### config.mk
export PLATFORM = sky130hd
export DESIGN_NAME = concat_cdw_add
export DESIGN_NICKNAME = d
export VERILOG_FILES = /design/src/rtl/hqc_encap_pkg.sv /design/src/rtl/concat_cdw_add_addr_gen.sv /design/src/rtl/concat_cdw_add.sv
export SDC_FILE = /design/constraint.sdc
export NUM_CORES = 1
export LEC_CHECK = 0
export CORE_AREA = 10 10 152 154
export CTS_CLUSTER_DIAMETER = 80
export DETAILED_ROUTE_END_ITERATION = 10
export DIE_AREA = 0 0 162 164
export HOLD_SLACK_MARGIN = 0.06
export PLACE_DENSITY = 0.64
export SKIP_CTS_REPAIR_TIMING = 1
export SKIP_LAST_GASP = 1
export SYNTH_ARGS = -nofsm -noshare
export SYNTH_HDL_FRONTEND = slang
export SYNTH_SLANG_ARGS = --single-unit
### constraint.sdc
create_clock -name clk -period 4.13 [get_ports clk]
set_input_delay 1.0325 -clock clk [delete_from_list [all_inputs] [get_ports clk]]
set_output_delay 1.0325 -clock clk [all_outputs]
set_load 0.01 [all_outputs]
### src/rtl/hqc_encap_pkg.sv
// Shared HQC encapsulation constants: per-parameter-set code dimensions,
// their address widths, and the state encoding used by the encapsulation stages.
package hqc_encap_pkg;

    localparam int HQC128_N1_BYTES     = 46;
    localparam int HQC128_MULTIPLICITY = 3;
    localparam int HQC128_N_WORDS      = HQC128_N1_BYTES * HQC128_MULTIPLICITY;

    localparam int HQC192_N1_BYTES     = 56;
    localparam int HQC192_MULTIPLICITY = 5;
    localparam int HQC192_N_WORDS      = HQC192_N1_BYTES * HQC192_MULTIPLICITY;

    localparam int HQC256_N1_BYTES     = 90;
    localparam int HQC256_MULTIPLICITY = 5;
    localparam int HQC256_N_WORDS      = HQC256_N1_BYTES * HQC256_MULTIPLICITY;

    localparam int HQC128_LOG_N1_BYTES = $clog2(HQC128_N1_BYTES);
    localparam int HQC128_LOG_N_WORDS  = $clog2(HQC128_N_WORDS);
    localparam int HQC192_LOG_N1_BYTES = $clog2(HQC192_N1_BYTES);
    localparam int HQC192_LOG_N_WORDS  = $clog2(HQC192_N_WORDS);
    localparam int HQC256_LOG_N1_BYTES = $clog2(HQC256_N1_BYTES);
    localparam int HQC256_LOG_N_WORDS  = $clog2(HQC256_N_WORDS);

    localparam int WORD_BITS = 128;

    typedef enum logic [1:0] {
        IDLE  = 2'd0,
        RUN   = 2'd1,
        FLUSH = 2'd2,
        DONE  = 2'd3
    } state_t;

endpackage

### src/rtl/concat_cdw_add_addr_gen.sv
// Read-address generator: walks w over all output words while i steps once
// every MULTIPLICITY words, so that w = i*MULTIPLICITY + j holds throughout.
module concat_cdw_add_addr_gen #(
    parameter int N1_BYTES     = 56,
    parameter int MULTIPLICITY = 5,
    parameter int N_WORDS      = 280,
    parameter int LOG_N1_BYTES = 6,
    parameter int LOG_N_WORDS  = 9
) (
    input  logic                    clk,
    input  logic                    rst,
    input  logic                    clear,
    input  logic                    advance,
    output logic [LOG_N1_BYTES-1:0] i,
    output logic [LOG_N_WORDS-1:0]  w,
    output logic                    last
);

    localparam int LOG_MULT = (MULTIPLICITY > 1) ? $clog2(MULTIPLICITY) : 1;
    localparam logic [LOG_MULT-1:0]    J_MAX = LOG_MULT'(MULTIPLICITY - 1);
    localparam logic [LOG_N_WORDS-1:0] W_MAX = LOG_N_WORDS'(N_WORDS - 1);

    logic [LOG_MULT-1:0] j;

    assign last = (w == W_MAX);

    // Wrapping on the last word leaves the counters at zero for the next run.
    always_ff @(posedge clk or negedge rst) begin
        if (!rst) begin
            i <= '0;
            j <= '0;
            w <= '0;
        end else if (clear || (advance && last)) begin
            i <= '0;
            j <= '0;
            w <= '0;
        end else if (advance) begin
            w <= w + LOG_N_WORDS'(1);
            if (j == J_MAX) begin
                j <= '0;
                i <= i + LOG_N1_BYTES'(1);
            end else begin
                j <= j + LOG_MULT'(1);
            end
        end
    end

endmodule

### src/rtl/concat_cdw_add.sv
// Expands each RM codeword word by repetition and XORs it with s*r2+e to form v.
// Optional macro CONCAT_CDW_ADD_OUT_REG_EN adds one output register stage on the write port.
module concat_cdw_add
    import hqc_encap_pkg::*;
#(
    parameter string parameter_set = "hqc192",
    localparam int N1_BYTES     = (parameter_set == "hqc128") ? HQC128_N1_BYTES :
                                  (parameter_set == "hqc256") ? HQC256_N1_BYTES : HQC192_N1_BYTES,
    localparam int MULTIPLICITY = (parameter_set == "hqc128") ? HQC128_MULTIPLICITY :
                                  (parameter_set == "hqc256") ? HQC256_MULTIPLICITY : HQC192_MULTIPLICITY,
    localparam int N_WORDS      = N1_BYTES * MULTIPLICITY,
    localparam int LOG_N1_BYTES = $clog2(N1_BYTES),
    localparam int LOG_N_WORDS  = $clog2(N_WORDS)
) (
    input  logic                    clk,
    input  logic                    rst,
    input  logic                    start,
    output logic                    cdw_rd_en,
    output logic [LOG_N1_BYTES-1:0] cdw_rd_addr,
    input  logic [WORD_BITS-1:0]    cdw_rd_data,
    output logic                    sr2e_rd_en,
    output logic [LOG_N_WORDS-1:0]  sr2e_rd_addr,
    input  logic [WORD_BITS-1:0]    sr2e_rd_data,
    output logic                    v_wr_en,
    output logic [LOG_N_WORDS-1:0]  v_wr_addr,
    output logic [WORD_BITS-1:0]    v_wr_data,
    output logic                    busy,
    output logic                    done
);

    state_t state_reg, state_next;

    logic                    run;
    logic                    rd_last;
    logic [LOG_N1_BYTES-1:0] i_cnt;
    logic [LOG_N_WORDS-1:0]  w_cnt;

    logic                    wr_en_reg;
    logic [LOG_N_WORDS-1:0]  wr_addr_reg;
    logic                    wr_last_reg;
    logic [WORD_BITS-1:0]    xor_data;
    logic                    final_last;

    assign run = (state_reg == RUN);

    concat_cdw_add_addr_gen #(
        .N1_BYTES     (N1_BYTES),
        .MULTIPLICITY (MULTIPLICITY),
        .N_WORDS      (N_WORDS),
        .LOG_N1_BYTES (LOG_N1_BYTES),
        .LOG_N_WORDS  (LOG_N_WORDS)
    ) u_addr_gen (
        .clk     (clk),
        .rst     (rst),
        .clear   (!run),
        .advance (run),
        .i       (i_cnt),
        .w       (w_cnt),
        .last    (rd_last)
    );

    // Write stage lines up with the read data returned one cycle after the strobe.
    always_ff @(posedge clk or negedge rst) begin
        if (!rst) begin
            wr_en_reg   <= 1'b0;
            wr_addr_reg <= '0;
            wr_last_reg <= 1'b0;
        end else begin
            wr_en_reg   <= run;
            wr_addr_reg <= run ? w_cnt : '0;
            wr_last_reg <= run && rd_last;
        end
    end

    assign xor_data = wr_en_reg ? (cdw_rd_data ^ sr2e_rd_data) : '0;

`ifdef CONCAT_CDW_ADD_OUT_REG_EN
    logic                   out_en_reg;
    logic [LOG_N_WORDS-1:0] out_addr_reg;
    logic [WORD_BITS-1:0]   out_data_reg;
    logic                   out_last_reg;

    always_ff @(posedge clk or negedge rst) begin
        if (!rst) begin
            out_en_reg   <= 1'b0;
            out_addr_reg <= '0;
            out_data_reg <= '0;
            out_last_reg <= 1'b0;
        end else begin
            out_en_reg   <= wr_en_reg;
            out_addr_reg <= wr_addr_reg;
            out_data_reg <= xor_data;
            out_last_reg <= wr_last_reg;
        end
    end

    assign v_wr_en    = out_en_reg;
    assign v_wr_addr  = out_addr_reg;
    assign v_wr_data  = out_data_reg;
    assign final_last = out_last_reg;
`else
    assign v_wr_en    = wr_en_reg;
    assign v_wr_addr  = wr_addr_reg;
    assign v_wr_data  = xor_data;
    assign final_last = wr_last_reg;
`endif

    always_ff @(posedge clk or negedge rst) begin
        if (!rst) begin
            state_reg <= IDLE;
        end else begin
            state_reg <= state_next;
        end
    end

    // FLUSH holds until the final write has left the pipeline, whatever its depth.
    always_comb begin
        state_next = state_reg;
        case (state_reg)
            IDLE:    if (start) state_next = RUN;
            RUN:     if (rd_last) state_next = FLUSH;
            FLUSH:   if (final_last) state_next = DONE;
            DONE:    state_next = IDLE;
            default: state_next = IDLE;
        endcase
    end

    always_comb begin
        cdw_rd_en    = 1'b0;
        sr2e_rd_en   = 1'b0;
        cdw_rd_addr  = '0;
        sr2e_rd_addr = '0;
        busy         = 1'b0;
        done         = 1'b0;
        case (state_reg)
            RUN: begin
                cdw_rd_en    = 1'b1;
                sr2e_rd_en   = 1'b1;
                cdw_rd_addr  = i_cnt;
                sr2e_rd_addr = w_cnt;
                busy         = 1'b1;
            end
            FLUSH:   busy = 1'b1;
            DONE:    done = 1'b1;
            default: ;
        endcase
    end

endmodule

==> results.ini <==
[worst_setup_path]
worstPathBufferInverterCount=2
worst_setup_path_end_kind=primary output
worstPathArrival_ns=2.61
cp.required_ns=3.10
start_kind=input port
critPathSlowestCell=clkdlybuf4s50_1
critPathKind=input port to primary output
critPathMostFrequentCell=clkdlybuf4s50_1
cp_max_fo=1
slowest_delay_ns=0.59
cpLargestDelayFamily=buffers and inverters
crit_chain=clkdlybuf4s50_1 > xor2_1 > and2_1 > clkdlybuf4s50_1

[sta]
finalSetupTns_ns=0
max_slew_margin=0.5022
finalCritPeriodShare=0.8810
finalSetupViolations=0
rsz0062_at_grt=false
skew_ns=0.005741
fin_crit_ns=3.638
worst_slack_ns=0.4915
fmax_mhz=274.8
hold_viol_final=0
finalMaxSlewViolations=0
worstMarginPinSlew_ns=0.7467
holdWs_ns=0.4787

[clock_network]
numCtsBuffers=5
numClockSinks=31
cts_tree=yes
clk_pin_slew_ns=0.05
clock_latency_ns=0.27
clk_path_buf_depth=2
cts_root_buf=clkbuf_16
cts_max_level=2

[final_layout]
utilization=0.3998
diodes=0
drive_gt1_frac=0.01863
syn2layout_area_growth_pct=137.1
nets=1072

[global_route]
first_global_vias=4010
grt_start_max_net_pins=55
grt_overflow_total=0
grt_antenna_before_repair=0
grt_usage=0.1525
grt_pass1_wl_um=30030

[synth]
synth-seq-area-share=0.2295
yosysUniqueCellTypes=26
avgSynthCellArea_um2=8.534
synth_top_area_frac=0.3499
synth_ff_type=dfrtp_1
synth-seq-cells=31
yosys_warnings=0
synth_commonest_cells=and2_1 (144), xor2_1 (135), dfrtp_1 (31), clkbuf_1 (16), nor2_1 (14)
netlist_instances=396
netlist_area_um2=3379
synth_fp_nets=664
synth_most_common_cell=and2_1
synth_area_leader_cell=xor2_1
ys_top_cells_by_area=xor2_1 (35%), and2_1 (27%), dfrtp_1 (23%)
synth_edf_count=0
async_reset_ff_frac=1.000

[floorplan]
start_util=0.1686
fp.coreArea_um2=20040
num_rows=52
io-pin-count=416
die_area_um2=26570
die_h_um=164
die_w_um=162

[route]
drc=0
first_pass_iters=4
postRouteAntennaNets=0
dr.first_iter.drc_count=130
wire_per_inst_um=20.74
finalWirelength_um=22300
vias=4014
vias_per_cell=3.734

[placed_design]
dpl.hpwl_um=19680
dpl_worst_slack_ns=0.3901
gp_congestion=0.8969
io_buffer_count=415

[min_path]
hp-class=flip-flop to flip-flop

[power]
combPwrFrac=0.547
netSwitchingPower_mw=0.4116
pwr_density_cell_nw_per_um2=188.4
peakVddDrop_mv=0.1999
power_frac_clock=0.252
seq_power_share=0.202
p_int_mw=1.098
swShare=0.2727
p_total_mw=1.509
p_leak_nw=3.264

[run_status]
status=finished, final reports clean

[run]
max_cap_viol_count=0

-- cells in the final DEF (no fill, tap or decap), types with 2 or more instances in the layout --
| cell type | instances |
|---|---|
| ha_1 | 9 |
| nand2b_1 | 2 |
| clkbuf_16 | 5 |
| nand4_1 | 3 |
| mux2i_1 | 2 |
| or3_1 | 4 |
| xor2_1 | 135 |
| nand3_1 | 4 |
| clkbuf_8 | 2 |
| and2_1 | 144 |
| clkdlybuf4s50_1 | 415 |
| nand2_1 | 5 |
| buf_4 | 2 |
| a21oi_1 | 4 |
| o21ai_0 | 4 |
| dfrtp_1 | 30 |
| buf_12 | 2 |
| nor2_1 | 14 |
| inv_1 | 8 |
-- power by group through the flow --
stage | combinational (mW) | sequential [mW] | clock [mW]
2_1_floorplan | 0.233 | 0.309 | 0
6_report | 0.825 | 0.304 | 0.380
3_3_place_gp | 0.831 | 0.309 | 0
4_1_cts | 0.840 | 0.304 | 0.386
5_1_grt | 0.874 | 0.304 | 0.402
3_5_place_dp | 0.833 | 0.309 | 0
-- metrics by stage --
stage / instances / instance area, um^2
floorplan: 396 / 3379
global placement: 1067 / 7855
detailed placement: 1067 / 7855
CTS: 1075 / 8011
global route: 1075 / 8011
finish: 1075 / 8011
-- final timing paths --
path	start	end	slack, ns	cells past startpoint
max	cdw_rd_data[28]	v_wr_data[28]	0.49	4
max in group asynchronous	rst	v_wr_en	2.66	2
min	u_addr_gen.w[0]	u_addr_gen.w[0]	0.48	1
max reg2reg	u_addr_gen.w[3]	state_reg[1]	2.15	4
min in group asynchronous	rst	state_reg[1]	1.15	2
min reg2reg	u_addr_gen.w[0]	u_addr_gen.w[0]	0.48	1
-- cell families after synthesis --
| family | share of synthesized area |
|---|---|
| fa+ha+maj | 0.03332 |
| mux | 0.009256 |
| flops | 0.2295 |
| xor+xnor | 0.3525 |
| simple gates | 0.3225 |
| compound gates | 0.02259 |
| buf+inv | 0.03036 |
-- cell type report --
| type | count | area (um^2) |
|---|---|---|
| clock buffers | 8 | 156.4 |
| fillers | 2047 | 12030 |
| inverters | 8 | 30.03 |
| multi-input cells | 339 | 2501 |
| flip-flops and latches | 31 | 777.0 |
| well taps | 270 | 337.8 |
| repair buffers | 419 | 4209 |
-- metal layers --
layer / vias up / global-route usage / share of wire
met4: 0 / 0.02357 / 0.013
met3: 11 / 0.04906 / 0.077
li1: 2033 / - / -
met5: - / 0 / 0
met1: 1801 / 0.1701 / 0.39
met2: 169 / 0.2812 / 0.52
Power figures use the tool's default switching activity.
